<file path="config.mk">
export PLATFORM = sky130hd
export DESIGN_NAME = bus_width_adapter
export DESIGN_NICKNAME = d
export VERILOG_FILES = /design/src/rtl/bus_width_adapter_pkg.sv /design/src/rtl/bus_width_adapter_slice_cnt.sv /design/src/rtl/bus_width_adapter.sv
export SDC_FILE = /design/constraint.sdc
export NUM_CORES = 1
export LEC_CHECK = 0
export ABC_AREA = 1
export CAP_MARGIN = 20
export CORE_MARGIN = 2
export CORE_UTILIZATION = 47
export DETAILED_ROUTE_END_ITERATION = 10
export PLACE_DENSITY = 0.74
export SYNTH_ARGS = -nofsm -noshare
export SYNTH_HDL_FRONTEND = slang
export SYNTH_SLANG_ARGS = --single-unit
</file>
<file path="constraint.sdc">
create_clock -name clock -period 1.47 [get_ports clock]
set_input_delay 0.3675 -clock clock [delete_from_list [all_inputs] [get_ports clock]]
set_output_delay 0.3675 -clock clock [all_outputs]
set_load 0.02 [all_outputs]
</file>
<file path="src/rtl/bus_width_adapter_pkg.sv">
// Shared helpers and state encodings for the bus width adapter.
package bus_width_adapter_pkg;

    // Number of narrow slices per wide word.
    function automatic int unsigned ratio_f(input int unsigned in_w, input int unsigned out_w);
        if (in_w == 0 || out_w == 0) begin
            return 1;
        end
        return (in_w > out_w) ? (in_w / out_w) : (out_w / in_w);
    endfunction

    // Slice counter width, never narrower than one bit.
    function automatic int unsigned cnt_w_f(input int unsigned ratio);
        return (ratio > 1) ? $clog2(ratio) : 1;
    endfunction

    typedef enum logic {ST_FILL, ST_FULL} up_state_e;
    typedef enum logic {ST_IDLE, ST_SEND} dn_state_e;

endpackage

</file>
<file path="src/rtl/bus_width_adapter_slice_cnt.sv">
// Slice counter with synchronous clear, increment and terminal-count flag.
module bus_width_adapter_slice_cnt
    import bus_width_adapter_pkg::*;
#(
    parameter int unsigned RATIO = 4,
    parameter int unsigned CNT_W = 2
) (
    input  logic             clock,
    input  logic             reset_n,
    input  logic             i_clr,
    input  logic             i_inc,
    output logic [CNT_W-1:0] o_cnt,
    output logic             o_last
);

    logic [CNT_W-1:0] r_cnt;

    // Clear has priority so a reload and a final increment resolve to slice 0.
    always_ff @(posedge clock or negedge reset_n) begin
        if (!reset_n) begin
            r_cnt <= '0;
        end else if (i_clr) begin
            r_cnt <= '0;
        end else if (i_inc) begin
            r_cnt <= r_cnt + 1'b1;
        end
    end

    assign o_cnt  = r_cnt;
    assign o_last = (r_cnt == CNT_W'(RATIO - 1));

endmodule

</file>
<file path="src/rtl/bus_width_adapter.sv">
// Valid/ready bus width adapter: packs (upsize), serialises (downsize) or registers (equal).
// Optional feature macro: BUS_WIDTH_ADAPTER_LAST_EN adds in_last, out_last and out_keep.
module bus_width_adapter
    import bus_width_adapter_pkg::*;
#(
    parameter int unsigned IN_WIDTH  = 8,
    parameter int unsigned OUT_WIDTH = 32
) (
    input  logic                 clock,
    input  logic                 reset_n,
    input  logic [IN_WIDTH-1:0]  in_data,
    input  logic                 in_valid,
    output logic                 in_ready,
    output logic [OUT_WIDTH-1:0] out_data,
    output logic                 out_valid,
    input  logic                 out_ready
`ifdef BUS_WIDTH_ADAPTER_LAST_EN
    ,
    input  logic                 in_last,
    output logic                 out_last,
    output logic [(IN_WIDTH < OUT_WIDTH ? ratio_f(IN_WIDTH, OUT_WIDTH) : 1)-1:0] out_keep
`endif
);

    localparam int unsigned RATIO = ratio_f(IN_WIDTH, OUT_WIDTH);

    if (IN_WIDTH < 1 || IN_WIDTH > 64 || OUT_WIDTH < 1 || OUT_WIDTH > 64) begin : g_bad_width
        $error("bus_width_adapter: widths must be within 1..64");
    end
    if (RATIO * ((IN_WIDTH < OUT_WIDTH) ? IN_WIDTH : OUT_WIDTH)
        != ((IN_WIDTH > OUT_WIDTH) ? IN_WIDTH : OUT_WIDTH)) begin : g_bad_ratio
        $error("bus_width_adapter: larger width must be a multiple of the smaller");
    end

    if (IN_WIDTH < OUT_WIDTH) begin : g_up
        localparam int unsigned CNT_W = cnt_w_f(RATIO);
        up_state_e            r_state;
        up_state_e            w_state_next;
        logic [OUT_WIDTH-1:0] r_acc;
        logic [OUT_WIDTH-1:0] w_acc_next;
        logic [OUT_WIDTH-1:0] r_out_data;
        logic                 r_out_valid;
        logic [CNT_W-1:0]     w_cnt;
        logic                 w_cnt_last;
        logic                 w_in_last;
        logic                 w_accept;
        logic                 w_xfer;
        logic                 w_close;

`ifdef BUS_WIDTH_ADAPTER_LAST_EN
        logic [RATIO-1:0] r_keep;
        logic [RATIO-1:0] w_keep_next;
        logic             r_last;
        assign w_in_last = in_last;
`else
        assign w_in_last = 1'b0;
`endif

        assign in_ready  = reset_n && ((r_state == ST_FILL) || out_ready);
        assign w_accept  = in_valid && in_ready;
        assign w_xfer    = r_out_valid && out_ready;
        assign w_close   = w_accept && (w_cnt_last || w_in_last);
        assign out_data  = r_out_data;
        assign out_valid = r_out_valid;

        bus_width_adapter_slice_cnt #(
            .RATIO (RATIO),
            .CNT_W (CNT_W)
        ) u_cnt (
            .clock   (clock),
            .reset_n (reset_n),
            .i_clr   (w_close),
            .i_inc   (w_accept),
            .o_cnt   (w_cnt),
            .o_last  (w_cnt_last)
        );

        // State register.
        always_ff @(posedge clock or negedge reset_n) begin
            if (!reset_n) begin
                r_state <= ST_FILL;
            end else begin
                r_state <= w_state_next;
            end
        end

        // A closing accept always lands in FULL, even if the old word drains this cycle.
        always_comb begin
            w_state_next = r_state;
            if (w_close) begin
                w_state_next = ST_FULL;
            end else if (w_xfer) begin
                w_state_next = ST_FILL;
            end
        end

        // Accumulator with the incoming slice merged in.
        always_comb begin
            w_acc_next = r_acc;
            w_acc_next[int'(w_cnt) * IN_WIDTH +: IN_WIDTH] = in_data;
        end

        // Accumulator is zeroed on close so an early-closed word has empty upper slices.
        always_ff @(posedge clock or negedge reset_n) begin
            if (!reset_n) begin
                r_acc       <= '0;
                r_out_data  <= '0;
                r_out_valid <= 1'b0;
            end else begin
                if (w_accept) begin
                    r_acc <= w_close ? '0 : w_acc_next;
                end
                if (w_close) begin
                    r_out_data  <= w_acc_next;
                    r_out_valid <= 1'b1;
                end else if (w_xfer) begin
                    r_out_valid <= 1'b0;
                end
            end
        end

`ifdef BUS_WIDTH_ADAPTER_LAST_EN
        // Keep marks every slice up to and including the closing one.
        always_comb begin
            w_keep_next = '0;
            for (int i = 0; i < RATIO; i++) begin
                w_keep_next[i] = (i <= int'(w_cnt));
            end
        end

        // Sideband registered alongside the output word.
        always_ff @(posedge clock or negedge reset_n) begin
            if (!reset_n) begin
                r_keep <= '0;
                r_last <= 1'b0;
            end else if (w_close) begin
                r_keep <= w_keep_next;
                r_last <= w_in_last;
            end
        end

        assign out_keep = r_keep;
        assign out_last = r_last;
`endif
    end else if (IN_WIDTH > OUT_WIDTH) begin : g_down
        localparam int unsigned CNT_W = cnt_w_f(RATIO);
        dn_state_e           r_state;
        dn_state_e           w_state_next;
        logic [IN_WIDTH-1:0] r_hold;
        logic                r_out_valid;
        logic [CNT_W-1:0]    w_cnt;
        logic                w_cnt_last;
        logic                w_in_last;
        logic                w_accept;
        logic                w_xfer;

`ifdef BUS_WIDTH_ADAPTER_LAST_EN
        logic r_last_word;
        assign w_in_last = in_last;
`else
        assign w_in_last = 1'b0;
`endif

        // A new word is only taken as the final slice of the current one leaves.
        assign in_ready  = reset_n && ((r_state == ST_IDLE) || (out_ready && w_cnt_last));
        assign w_accept  = in_valid && in_ready;
        assign w_xfer    = r_out_valid && out_ready;
        assign out_data  = r_hold[int'(w_cnt) * OUT_WIDTH +: OUT_WIDTH];
        assign out_valid = r_out_valid;

        bus_width_adapter_slice_cnt #(
            .RATIO (RATIO),
            .CNT_W (CNT_W)
        ) u_cnt (
            .clock   (clock),
            .reset_n (reset_n),
            .i_clr   (w_accept || (w_xfer && w_cnt_last)),
            .i_inc   (w_xfer),
            .o_cnt   (w_cnt),
            .o_last  (w_cnt_last)
        );

        // State register.
        always_ff @(posedge clock or negedge reset_n) begin
            if (!reset_n) begin
                r_state <= ST_IDLE;
            end else begin
                r_state <= w_state_next;
            end
        end

        // Reload beats return-to-idle so back-to-back words have no bubble.
        always_comb begin
            w_state_next = r_state;
            if (w_accept) begin
                w_state_next = ST_SEND;
            end else if (w_xfer && w_cnt_last) begin
                w_state_next = ST_IDLE;
            end
        end

        // Hold register and output valid.
        always_ff @(posedge clock or negedge reset_n) begin
            if (!reset_n) begin
                r_hold      <= '0;
                r_out_valid <= 1'b0;
            end else if (w_accept) begin
                r_hold      <= in_data;
                r_out_valid <= 1'b1;
            end else if (w_xfer && w_cnt_last) begin
                r_out_valid <= 1'b0;
            end
        end

`ifdef BUS_WIDTH_ADAPTER_LAST_EN
        // Remember whether the held word ends a packet.
        always_ff @(posedge clock or negedge reset_n) begin
            if (!reset_n) begin
                r_last_word <= 1'b0;
            end else if (w_accept) begin
                r_last_word <= w_in_last;
            end
        end

        assign out_last = r_out_valid && w_cnt_last && r_last_word;
        assign out_keep = r_out_valid;
`endif
    end else begin : g_eq
        logic [OUT_WIDTH-1:0] r_data;
        logic                 r_valid;
        logic                 w_accept;

        assign in_ready  = reset_n && (!r_valid || out_ready);
        assign w_accept  = in_valid && in_ready;
        assign out_data  = r_data;
        assign out_valid = r_valid;

        // One-deep pipeline register.
        always_ff @(posedge clock or negedge reset_n) begin
            if (!reset_n) begin
                r_data  <= '0;
                r_valid <= 1'b0;
            end else if (w_accept) begin
                r_data  <= in_data;
                r_valid <= 1'b1;
            end else if (out_ready) begin
                r_valid <= 1'b0;
            end
        end

`ifdef BUS_WIDTH_ADAPTER_LAST_EN
        logic r_last;

        // Last flag travels with the data word.
        always_ff @(posedge clock or negedge reset_n) begin
            if (!reset_n) begin
                r_last <= 1'b0;
            end else if (w_accept) begin
                r_last <= in_last;
            end
        end

        assign out_last = r_last;
        assign out_keep = r_valid;
`endif
    end

endmodule

</file>
## After elaboration in Yosys (flattened, before gate mapping)

Cells that the tools add are included.

- Bitwise operators: 1
- Shifts and indexed selects: 2
- Reduce and logical (&&, ||, !) cells: 7
- $add $sub $neg: 2
- Eq/ne operators: 1
- Multiplexer cells: 6

Operators with widths:

| operator | number |
|---|---|
| $neg 5->34 | 1 |
| $shift 8x34->32 const A | 1 |
| $shiftx 8x34->32 | 1 |
| $bwmux 32 | 1 |
| $mux 32 | 1 |
| $logic_and 1x1->1 | 4 |
| $mux 2 | 2 |
| $reduce_bool 2->1 | 2 |
| $add 2x1->2 const B | 1 |
| $eq 2x2->1 const B | 1 |
| $mux 1 | 2 |
| $logic_or 1x1->1 | 1 |
| $not 1->1 | 1 |

- Logic and storage cells: 23
- Output and inout bits: 34
- Input port bits: 12
- Bits in registers: 67

## Logic depth before layout (Yosys ltp)

Gate-level depths: netlist of run 1.

- Depth in word-level cells: 6
- Depth in mapped cells: 9
- Gate-level depth less buffers: 9

## By module

A second synthesis of run 1 with hierarchy kept.

- Cell total of the unflattened synthesis: 423
- Area total of the unflattened synthesis: 3210.6 µm²

By module, submodules not included:

| module | cells each | seq. area each (µm²) | area each (µm²) | times used |
|---|---|---|---|---|
| bus_width_adapter | 411 | 1626.6 | 3113.0 | 1 |
| bus_width_adapter_slice_cnt | 12 | 50.0 | 97.6 | 1 |

## Worst setup path after synthesis of run 1

No wires, ideal clock.

- Path type: reg2reg
- Start: register g_up.u_cnt.r_cnt[0] (netlist: g_up.u_cnt.o_cnt[0])
- End: register g_up.r_out_data[0] (netlist: out_data[0])
- Setup time: 0.066 ns
- Data arrival time: 1.417 ns
- Cell stages (with the launch flop): 8
- Period minus slack after synthesis: 1.483 ns
- Path buffers: 0
- Data required time: 1.404 ns
- Path slack: -0.013 ns
- Path through: dfrtp_1 -> inv_1 -> ha_1 -> nor2_2 -> nand3_1 -> nand2_1 -> nand2_1 -> nand2_1

- Cells in the longest elaborated chain, start to end: 3
- Elaborated cells between the ends (all ways): 6
- Classes of those cells: add/sub: 1; eq/ne: 1; shift: 2; mux: 1; reduce/logical: 1

RTL lines:

| item | line | RTL |
|---|---|---|
| start: declaration | bus_width_adapter_slice_cnt.sv:16 | `logic [CNT_W-1:0] r_cnt;` |
| start signal: assignment | bus_width_adapter_slice_cnt.sv:25 | `r_cnt <= r_cnt + 1'b1;` |
| $neg 5->34 | bus_width_adapter.sv:100 | `w_acc_next[int'(w_cnt) * IN_WIDTH +: IN_WIDTH] = in_data;` |
| $shiftx 8x34->32 or $shift 8x34->32 (tied branches) | bus_width_adapter.sv:100 |  |
| $bwmux 32 | bus_width_adapter.sv:100 |  |
| end signal: assignment | bus_width_adapter.sv:114 | `r_out_data <= w_acc_next;` |
| end: declaration | bus_width_adapter.sv:41 | `logic [OUT_WIDTH-1:0] r_out_data;` |

Several ways; a longest one is shown, not always the timed one.
A chain may end at the register's enable or synchronous reset.

## Final worst setup path of run 1

- Start: register g_up.u_cnt.r_cnt[0] (netlist: g_up.u_cnt.o_cnt[0])
- End: register g_up.r_acc[1]

- Cells in the longest elaborated chain, start to end: 4
- Elaborated cells between the ends (all ways): 7
- Classes of those cells: add/sub: 1; eq/ne: 1; shift: 2; mux: 2; reduce/logical: 1

RTL lines:

| item | line | RTL |
|---|---|---|
| $neg 5->34 | bus_width_adapter.sv:100 |  |
| $shiftx 8x34->32 or $shift 8x34->32 (tied branches) | bus_width_adapter.sv:100 |  |
| $bwmux 32 | bus_width_adapter.sv:100 |  |
| $mux 32 * | bus_width_adapter.sv:111 | `r_acc <= w_close ? '0 : w_acc_next;` |
| end signal: assignment | bus_width_adapter.sv:111 |  |
| end: declaration | bus_width_adapter.sv:39 | `logic [OUT_WIDTH-1:0] r_acc;` |

Mark *: on every way between the ends. The rest lies on a longest branch, timed or not.

==> results.cfg, run 1 <==
[run_status]
status = complete, but fails checks
violations = setup timing

[setup_path]
end_kind = flop
critPathMaxFanout = 8
crit_start = g_up.u_cnt.o_cnt[0]$_DFFE_PN0P_
worstPathRequired_ns = 1.75
max_stage_delay_ns = 0.41
worst-setup-path-type = reg -> reg
cp.arrival_ns = 1.75
startpoint_type = flop
r2r_slack_ns = -0.0006
cp_num_cells = 8
reg2reg_depth = 8
crit_top_cell = nand2_1
reg2reg_to = g_up.r_acc[1]$_DFFE_PN0P_
cp_top_family = simple AND/OR/NAND/NOR gates
cp_num_buf_inv = 2
r2r-start = g_up.u_cnt.o_cnt[0]$_DFFE_PN0P_
path_cells = inv_2 -> ha_4 -> buf_4 -> nor2_4 -> nand3_1 -> nand2_1 -> nand2_1 -> nand2_1
crit_slowest_cell = dfrtp_1

[global_route]
grt_usage = 0.224
grt_max_degree = 60
antenna_found_initial = 0
grt_pass1_wl_um = 11100
grt_remaining_overflow = 0
grt_pass1_vias = 2385

[timing]
hold_viol_final = 0
slew_violations = 0
max_freq_ghz = 0.680
worst_slack_ns = -0.000565
hold_ws_ns = 0.381
timing.slew.headroom = 0.507
min_period_ns = 1.47
skew_ns = 0.00497
worstMarginPinSlew_ns = 0.739
setup-violations-final = 1
finalCritPeriodShare = 1.00
rsz0062_at_grt = true

[cells_and_area]
final_cell_mix = nand2_1 (214), dfrtp_1 (59), dlygate4sd2_1 (32), buf_4 (17), nand2_2 (15)
diodes = 0
drive_above_1_share = 0.191
utilization = 0.645
layout_commonest_cell = nand2_1
synthToLayoutAreaGrowth_pct = 34.0
fin_area_um2 = 3780
nets = 460

[yosys]
synth-compound-area-share = 0.0204
syn_area_um2 = 2820
yosys-top-cells-area = dfrtp_1 (52%), nand2_1 (30%), nand3_1 (2.8%), inv_1 (2.4%), ha_1 (2.2%)
ys.warnings.count = 0
syn_nets = 392
synth_top_area_frac = 0.524
synthCells = 375
avgSynthCellArea_um2 = 7.52
yosysUniqueCellTypes = 20
synth_mux_area_frac = 0
synth_top_family_by_area = simple AND/OR/NAND/NOR gates
synth-adder-area-share = 0.0222
seq_area_frac_synth = 0.524
synth_top_cell_by_area = dfrtp_1
synthXorXnorAreaFrac = 0
ys_seq_elements = 59
yosys.area_share.simple = 0.376

[cts]
clkLatencyLatePin_ns = 0.34
root_buffer = clkbuf_8
cts_hold_buf = 0
clock-sinks = 59
clkTransAtPathRegs_ns = 0.06
clk_path_buf_depth = 2
cts_tree = done
htree_levels = 3
cts_made_buffers = 9

[place]
place_congestion = 0.874
dp.final_hpwl_um = 4510
detailed_place.area_um2 = 3520
numPortBuffers = 45

[die]
dieArea_um2 = 6630
ios = 46
rows = 28
die_y_um = 81.4
die_w_um = 81.4
start_util = 0.482
core_area_um2 = 5850

[drt]
dr.pass1.iters = 4
drtIter0Drc = 76
ant_nets = 0
wl_um = 6600
detail_route.vias_per_cell = 4.78
wl_per_cell_um = 12.7
vias = 2492
drc = 0

[job]
maxCapViolations = 0

[power_and_ir_drop]
power_density_nw_per_um2 = 1650
p_leak_nw = 2.23
max-vdd-ir-drop_v = 0.000992

[min_path]
hp-class = in -> async
-- state kept, by name, summed over array words and instances, names as in the netlist --
signal and count:
g_up.r_state 1, g_up.u_cnt.o_cnt 2, g_up.r_acc 24, out_data 32
-- power breakdown --
group / total (mW) / switching (mW) / internal (mW)
combinational: 2.73 / 1.67 / 1.06
sequential: 2.23 / 0.213 / 2.02
clock: 1.28 / 0.595 / 0.682
-- kinds of logic after synthesis --
| group | after synthesis |
|---|---|
| compound gates | 11 |
| fa+ha+maj | 5 |
| buf+inv | 37 |
| flops | 59 |
| simple gates | 263 |
-- Yosys cell counts --
cell and count:
a21boi_0 1, buf_2 7, buf_6 2, clkbuf_1 3, clkinv_1 1, dfrtp_1 59
ha_1 5, inv_1 18, inv_2 6, nand2_1 228, nand2_2 2, nand3_1 16
nand3_2 1, nand4_1 1, nand4_2 1, nor2_1 10, nor2_2 1, nor2_4 2
nor3_4 1, o21ai_0 10
-- per-stage QoR --
step,power (mW),setup slack (ns),TNS (ns),cells
floorplan,3.75,-0.0127,-0.198,375
global placement,4.73,-0.518,-12.12,506
detailed placement,4.78,-0.587,-13.63,506
CTS,6.03,-0.0733,-0.0733,520
global route,6.69,-0.103,-3.09,521
finish,6.24,-0.000565,-0.000565,521
-- worst register-to-register path, stage by stage (launching register included) --
cell and delay (ns):
dfrtp_1 0.41, inv_2 0.09, ha_4 0.23, buf_4 0.15, nor2_4 0.19, nand3_1 0.13, nand2_1 0.10, nand2_1 0.06
nand2_1 0.05
-- metal layers --
metal / up-vias / global-route usage / wire length (um)
li1: 1275 / - / -
met1: 1140 / 0.300 / 3020
met2: 65 / 0.350 / 3080
met3: 12 / 0.0495 / 328
met4: 0 / 0.102 / 165
met5: - / 0 / 0
-- cell type report --
cell class / count / area (um^2)
fill: 503 / 2070
sequential: 59 / 1480
multi-input combinational: 279 / 1290
timing repair buffer: 69 / 654
clock buffer: 12 / 155
inverter: 25 / 96.3
tap: 75 / 93.8
clock inverter: 2 / 12.5
-- worst max path at each step --
| stage | end |
|---|---|
| after global placement | in_ready |
| after detailed placement | in_ready |
| after floorplan | out_data[0]$_DFFE_PN0P_ |
| after global routing | g_up.r_acc[7]$_DFFE_PN0P_ |
| after CTS | in_ready |
| final | g_up.r_acc[1]$_DFFE_PN0P_ |
-- repair_timing --
action                                  in CTS  in global routing
endpoints found under the setup margin      73                 59
resized for setup                           51                 36
pin swaps                                    2                 12
setup buffers                                0                  1
Note: power is estimated with default switching activity, not from simulation.
==> run 2: changes to the inputs <==
Settings changed: CORE_UTILIZATION 47 to 50, CTS_CLUSTER_DIAMETER set to 100, DONT_BUFFER_PORTS set to 1, PLACE_DENSITY 0.74 to 0.68.
==> results.cfg, run 2 (synthesis results as in run 1) <==
[place]
numPortBuffers = 0
place_congestion = 0.826
dp.final_hpwl_um = 4310
detailed_place.area_um2 = 3010
dp_slack_ns = -0.0514
dpl.cell_count = 453

[cells_and_area]
layout_commonest_cell = nand2_1
utilization = 0.642
fill_cells = 475
largest_register_ffs = 32
drive_above_1_share = 0.228
diodes = 0
fin_area_um2 = 3520
layout.cells.non_filler = 480
synthToLayoutAreaGrowth_pct = 24.7
nets = 420
final_cell_mix = nand2_1 (211), dfrtp_1 (59), nand2_2 (18), buf_4 (17), nand3_1 (15)

[setup_path]
critPathMaxFanout = 6
end_kind = flop
cp.arrival_ns = 1.77
crit_start = g_up.u_cnt.o_cnt[1]$_DFFE_PN0P_
reg2reg_depth = 8
worstPathRequired_ns = 1.75
worst-setup-path-type = reg -> reg
startpoint_type = flop
reg2reg_to = g_up.r_acc[13]$_DFFE_PN0P_
worstSetupEndpoint = g_up.r_acc[13]$_DFFE_PN0P_
r2r_slack_ns = -0.03
r2r-start = g_up.u_cnt.o_cnt[1]$_DFFE_PN0P_

[timing]
rsz0062_at_grt = true
setup-violations-final = 16
hold_ws_ns = -0.287
min_period_ns = 1.50
worstMarginPinSlew_ns = 0.281
finalCritPeriodShare = 1.02
slew_violations = 0
finalSetupTns_ns = -0.167
max_freq_ghz = 0.668
skew_ns = 0.0149
worst_slack_ns = -0.0266
hold_viol_final = 59
timing.slew.headroom = 0.813

[power_and_ir_drop]
p_seq_frac = 0.391
p_int_mw = 3.93
clockPowerShare = 0.234
max-vdd-ir-drop_v = 0.000985
p_comb_frac = 0.374
power_density_nw_per_um2 = 1850
p_leak_nw = 1.97
switchingPower_mw = 2.59
swShare = 0.397
power.total_mw = 6.52

[drt]
drc = 0
top_layer = met4
ant_nets = 0
wl_met3_um = 511
detail_route.vias_per_cell = 5.00
drtIter0Drc = 140
dr.pass1.iters = 4
route.met2.wl_um = 3490
drt-met1-wl_um = 3160
wl_per_cell_um = 15.2
vias = 2398
wl_um = 7300

[die]
rows = 27
core_area_um2 = 5470
die_w_um = 79.1
die_y_um = 79.1
dieArea_um2 = 6250
ios = 46
start_util = 0.515

[cts]
htree_levels = 3
clkTransAtPathRegs_ns = 0.07
cts_tree = done
clk_path_buf_depth = 2
clock-sinks = 59
clkLatencyLatePin_ns = 0.34
cts_made_buffers = 9
root_buffer = clkbuf_8

[min_path]
hp-class = in -> async

[global_route]
grt_pass1_wl_um = 11300
grt_pass1_vias = 2304
grt_usage = 0.238
grt_remaining_overflow = 0
antenna_found_initial = 0
grt_max_degree = 64

[job]
maxCapViolations = 0

[run_status]
status = complete, but fails checks
violations = hold timing, setup timing
-- run 2: cell types whose count changed in the layout (fill, tap and decap cells not counted), moves of 4 or more --
cell / change
clkdlybuf4s50_1: -9
dlygate4sd2_1: -32
inv_2: -5
inv_4: +4
-- run 2: metal layers --
layer | global-route usage | vias up
met5 | 0 | -
met4 | 0.100 | 0
met3 | 0.0716 | 13
met2 | 0.358 | 75
met1 | 0.321 | 1117
li1 | - | 1193
-- run 2: critical path: stages, from the launching register on --
cell and delay [ns]:
dfrtp_1 0.43, buf_6 0.14, ha_4 0.16, inv_4 0.06
nand4_1 0.13, inv_2 0.20, clkbuf_16 0.18, nand2_1 0.05
nand2_1 0.06
-- run 2: cell type report --
cell class                      count  area (um^2)  share of cell area
Inverter                           25          106              0.0302
Multi-Input combinational cell    279         1320               0.375
Sequential cell                    59         1480               0.420
Clock inverter                      4         48.8              0.0139
Tap cell                           72         90.1              0.0256
Clock buffer                       12          155              0.0441
Timing Repair Buffer               29          320              0.0911
-- run 2: power groups by stage --
| stage | clock network [mW] | logic (mW) | registers [mW] |
|---|---|---|---|
| global placement | 0 | 1.80 | 2.54 |
| floorplan | 0 | 1.25 | 2.50 |
| global route | 1.62 | 2.72 | 2.60 |
| detailed placement | 0 | 1.84 | 2.56 |
| finish | 1.53 | 2.44 | 2.55 |
| CTS | 1.54 | 1.92 | 2.54 |
-- run 2: how the worst min path moves through the flow --
stage	start	endpoint	slack, ns
6_report	reset_n	g_up.r_acc[23]$_DFFE_PN0P_	-0.29
5_1_grt	reset_n	g_up.r_acc[23]$_DFFE_PN0P_	-0.31
4_1_cts	reset_n	g_up.r_acc[22]$_DFFE_PN0P_	-0.30
3_5_place_dp	reset_n	out_data[3]$_DFFE_PN0P_	0.07
3_3_place_gp	reset_n	out_data[3]$_DFFE_PN0P_	0.07
2_1_floorplan	reset_n	g_up.r_acc[0]$_DFFE_PN0P_	0.07
-- run 2: timing repair --
action	CTS	global route
cloned	0	3
endpoints found under the setup margin	49	57
endpoints found under the hold margin	59	59
buffers inserted	2	6
pin swaps	3	19
resized for setup	11	47
